## config.mk

```make
export PLATFORM = sky130hd
export DESIGN_NAME = onehot_scan_encoder
export DESIGN_NICKNAME = d
export VERILOG_FILES = /design/src/rtl/onehot_scan_encoder.sv
export SDC_FILE = /design/constraint.sdc
export NUM_CORES = 1
export LEC_CHECK = 0
export ABC_AREA = 1
export CORE_MARGIN = 1.5
export CORE_UTILIZATION = 49
export CTS_CLUSTER_SIZE = 28
export DETAILED_ROUTE_END_ITERATION = 8
export MAX_ROUTING_LAYER = met4
export PLACE_DENSITY = 0.81
export SYNTH_ARGS = -nofsm -noshare
export SYNTH_HDL_FRONTEND = slang
export SYNTH_SLANG_ARGS = --single-unit
export TNS_END_PERCENT = 20
```

## constraint.sdc

```tcl
create_clock -name clk -period 3.5 [get_ports clk]
set_clock_uncertainty 0.1 [all_clocks]
set_input_delay 0.35 -clock clk [delete_from_list [all_inputs] [get_ports clk]]
set_output_delay 0.35 -clock clk [all_outputs]
set_load 0.05 [all_outputs]
```

## src/rtl/onehot_scan_encoder.sv

```systemverilog
// Request-vector to index encoder: emits the binary index of every set bit,
// lowest first, one beat per handshake. STRICT=1 gives single-beat one-hot encoding with an error flag.
//
// Handshakes: a transfer happens on the rising clk edge where valid && ready.
// A producer holds valid and its payload until that edge. Outputs come only
// from registers, so valid and ready never depend combinationally on each other.
module onehot_scan_encoder #(
  parameter int WIDTH  = 8,
  parameter int IDX_W  = $clog2(WIDTH),
  parameter bit STRICT = 1'b0
) (
  input  logic             clk,
  input  logic             resetn,
  input  logic             in_valid,
  output logic             in_ready,
  input  logic [WIDTH-1:0] in_vec,
  output logic             out_valid,
  input  logic             out_ready,
  output logic [IDX_W-1:0] out_idx,
  output logic             out_last,
  output logic             out_err,
  output logic             busy
);

  if (WIDTH < 2 || IDX_W < $clog2(WIDTH)) begin : g_bad_param
    $error("onehot_scan_encoder: WIDTH must be >= 2 and IDX_W >= clog2(WIDTH)");
  end

  typedef enum logic {IDLE, EMIT} state_t;

  state_t             state_q, state_d;
  logic [WIDTH-1:0]   pending_q, pending_d;
  logic               err_q, err_d;

  logic [WIDTH-1:0]   pend_low;
  logic [WIDTH-1:0]   in_low;
  logic               pend_multi;
  logic               in_multi;
  logic [IDX_W-1:0]   pend_idx;
  logic               emit;
  logic               last_beat;

  always_comb begin
    pend_low   = pending_q & (~pending_q + WIDTH'(1));
    in_low     = in_vec & (~in_vec + WIDTH'(1));
    pend_multi = (pending_q & (pending_q - WIDTH'(1))) != '0;
    in_multi   = (in_vec & (in_vec - WIDTH'(1))) != '0;
    // Descending scan so the lowest set bit wins; pending == 0 yields index 0.
    pend_idx   = '0;
    for (int i = WIDTH - 1; i >= 0; i--) begin
      if (pending_q[i]) pend_idx = IDX_W'(i);
    end
    emit       = (state_q == EMIT);
    last_beat  = STRICT || !pend_multi;
  end

  always_comb begin
    state_d   = state_q;
    pending_d = pending_q;
    err_d     = err_q;
    case (state_q)
      IDLE: begin
        if (in_valid) begin
          state_d = EMIT;
          if (in_vec == '0) begin
            pending_d = '0;
            err_d     = 1'b1;
          end else if (STRICT && in_multi) begin
            pending_d = in_low;
            err_d     = 1'b1;
          end else begin
            pending_d = in_vec;
            err_d     = 1'b0;
          end
        end
      end
      EMIT: begin
        if (out_ready) begin
          pending_d = pending_q & ~pend_low;
          if (last_beat) begin
            state_d = IDLE;
            err_d   = 1'b0;
          end
        end
      end
      default: state_d = IDLE;
    endcase
  end

  always_ff @(posedge clk or negedge resetn) begin
    if (!resetn) begin
      state_q   <= IDLE;
      pending_q <= '0;
      err_q     <= 1'b0;
    end else begin
      state_q   <= state_d;
      pending_q <= pending_d;
      err_q     <= err_d;
    end
  end

  assign in_ready  = !emit;
  assign out_valid = emit;
  assign busy      = emit;
  assign out_idx   = emit ? pend_idx : '0;
  assign out_last  = emit && last_beat;
  assign out_err   = emit && err_q;

endmodule

```

==> metrics.md <==
| Metric | Value |
|---|---|
| Status | `complete, no violations` |
| Crit path capture type | `output port` |
| NetSw | `about 550 uW` |
| Maximum fanout along the worst path | `12` |
| Critical Path Source | `busy$_DFF_PN0_` |
| Reg power frac | `21.9%` |
| Cell area after placement | `912 um^2` |
| Post-synthesis mux area share | `0%` |
| Core area | `1330 um^2` |
| XOR/XNOR Fraction of Synth Area | `0%` |
| DP HPWL | `~1300 um` |
| Yosys top cell by area | `dfrtp_1` |
| Num Clock Sinks | `10` |
| Die Wd | `41.4 um` |
| Clock power share | `8.3%` |
| Clk slew on worst S/H paths | `0.07 ns` |
| Grt ovf | `0` |
| Synth Flop Type | `dfrtp_1` |
| Die area | `1710 um^2` |
| Pleak | `0.000443 uW` |
| Fin. max-slew vios | `0` |
| Power per standard cell area | `1050 nW/um^2` |
| Async set-reset flop share out of synthesis | `100%` |
| First-pass GRT wire length | `approximately 2600 um` |
| Max frequency | `356 MHz` |
| Via/cell ratio | `~5.3` |
| Largest family of logic cells by synthesized area | `simple AND/OR/NAND/NOR gates` |
| Crit path kind | `register to output port` |
| Initial Util | `a little over half` |
| Nets | `134` |
| Die Span Y | `just over 40 um` |
| DRC | `0` |
| Top cells by area, synth | `dfrtp_1 35%, nand2_1 11%, inv_1 6.2%` |
| Relative slew slack | `65.8%` |
| Final Hold Vio Count | `0` |
| Top cell type's share of synthesized area | `between 30% and 40%` |
| Worst slew pin tran | `about 0.51 ns` |
| Switching share of total power | `between 50 and 60%` |
| Worst hold path type | `input pin to asynchronous set/reset pin` |
| Post-synth design cell area | `722 um^2` |
| Highest metal used | `met4` |
| Number of global-route vias before repair | `630` |
| WL/cell | `12.5 um` |
| Synth Area in Simple Gates | `36.4%` |
| VDD IR max | `0.000663 V` |
| Clock Path Buffers | `2` |
| Cells after Synth | `100` |
| PortBufs | `19` |
| RSZ-0062 raised after global routing | `no` |
| Hold buffer count at cts | `0` |
| Root Driver | `clkbuf_4` |
| Pin count of the biggest net entering global routing | `13` |
| Ys Warns | `0` |
| Layout cells sized above 1 | `15.8%` |
| Design area | `935 um^2` |
| Worst-Skew Late Latency | `approximately 0.27 ns` |
| Num CTS Buffers | `3` |
| DR WL met3 | `71 um` |
| Final total power | `982 uW` |
| Rows | `13` |
| P&R area growth vs syn | `29.5%` |
| WL met1 | `804 um` |
| Internal Pwr Total | `about 430 uW` |
| Register area share after synthesis | `34.7%` |
| Reg2reg start | `busy$_DFF_PN0_` |
| Fin crit period | `approximately 2.8 ns` |
| IO Pins | `20` |
| Post-synth EDFFs | `0` |
| CTS H-Tree Depth | `1` |
| Total wire length | `1690 um` |
| All-Layer GR Usage | `25.7%` |
| Endpoints failing setup | `0` |
| Post-CTS Setup Inserts | `0` |
| Setup TNS Final | `0 ns` |
| Most common cell in the netlist | `nand2_1` |
| Pre-antenna DRT Iters | `4` |
| FF+latch count, synth | `10` |
| Iter 0 DRT Violations | `22` |
| Combinational fraction of design power | `around 70%` |
| CP startpoint kind | `register` |
| Syn Area/Cell | `a little over 7 um^2` |
| Via count | `between 700 and 800` |
| WP data required | `3.05 ns` |
| Syn Nets | `112` |
| Most frequent cells after synthesis | `22 x nand2_1, 12 x inv_1, 10 x dfrtp_1` |
| GP Congestion | `slightly above 0.8` |
| Compound-gate portion of the synthesized area | `18.5%` |
| TritonCTS clock tree | `yes` |
| Synth Area in Adders | `0%` |
| Ant. Diodes | `0` |
| Period utilisation layout | `between 80% and 90%` |
| Metal2 WL | `768 um` |
| MaxCap Viol Count | `0` |
| Antenna-violating nets left | `0` |
| Initial antenna violation count | `0` |
| Unique masters post-synth | `23` |
| Post-CTS Resized | `0` |
| Data arrival, critical path | `2.36 ns` |
[registers in the layout (all words and copies together) (netlist names)]
| signal | cells |
|---|---|
| err_q | 1 |
| busy | 1 |
| pending_q | 8 |
[logic make-up after synthesis]
kind of cell | count (synthesis)
AO/OA/AOI/OAI | 24
buffers and inverters | 17
flip-flops | 10
AND/OR/NAND/NOR | 49
[cell usage in the layout (no fill, tap or decap)]
master	netlist	layout
nand2_1	22	22
clkdlybuf4s50_1	0	19
inv_1	12	12
dfrtp_1	10	10
nor2_1	9	9
a21oi_1	8	8
o21ai_0	8	8
nor2_2	5	5
nor2_4	3	3
nand3_1	3	3
or2_2	3	3
o22ai_1	3	3
clkbuf_4	0	3
inv_2	2	2
o21ai_1	2	2
clkinv_1	1	1
nor3_1	1	1
nand2_4	1	1
nand3_2	1	1
a311oi_1	1	1
nor4_4	1	1
a22o_1	1	1
o211ai_1	1	1
[critical path: stages (launching register included)]
cell             delay [ns]
dfrtp_1                0.57
clkinv_1               0.34
a311oi_1               0.33
clkdlybuf4s50_1        0.84
[power by group through the flow]
stage | sequential [uW] | clock (uW) | combinational [uW]
CTS | 215 | 80.3 | 684
global route | 225 | 86.4 | 735
finish | 215 | 81.5 | 686
global placement | 213 | 0 | 675
detailed placement | 217 | 0 | 680
floorplan | 210 | 0 | 514
[path summary, 6_finish.rpt]
check / to / slack [ns] / cells after the start
worst max-delay path: out_idx[2] / 0.69 / 3
worst min-delay path: pending_q[6]$_DFFE_PN0P_ / 0.29 / 1
worst max register to register: pending_q[6]$_DFFE_PN0P_ / 1.98 / 6
worst min register to register: err_q$_DFFE_PN0P_ / 0.41 / 2
max in group asynchronous: pending_q[0]$_DFFE_PN0P_ / 2.69 / 1
min in group clk: err_q$_DFFE_PN0P_ / 0.41 / 2
[final cells by class]
class | instances | area [um^2]
Fill cell | 124 | 399
Multi-Input combinational cell | 73 | 397
Sequential cell | 10 | 250
Timing Repair Buffer | 19 | 190
Inverter | 15 | 56.3
Clock buffer | 3 | 22.5
Tap cell | 15 | 18.8
[metal layers]
metal	vias up	track usage (%)
li1	367	-
met1	312	33.1
met2	29	39.8
met3	5	3.19
met4	0	12.1
met5	-	-
[through the flow]
step | setup slack [ns] | util (%) | cells | hold WS [ns]
finish | 0.692 | 70.1 | 135 | 0.293
global placement | 1.04 | 68.4 | 132 | 0.397
global route | 0.546 | 70.1 | 135 | 0.351
detailed placement | 0.980 | 68.4 | 132 | 0.394
CTS | 0.693 | 70.1 | 135 | 0.320
floorplan | 0.317 | - | 100 | -0.0456
Note: power is estimated with default switching activity, not from simulation.
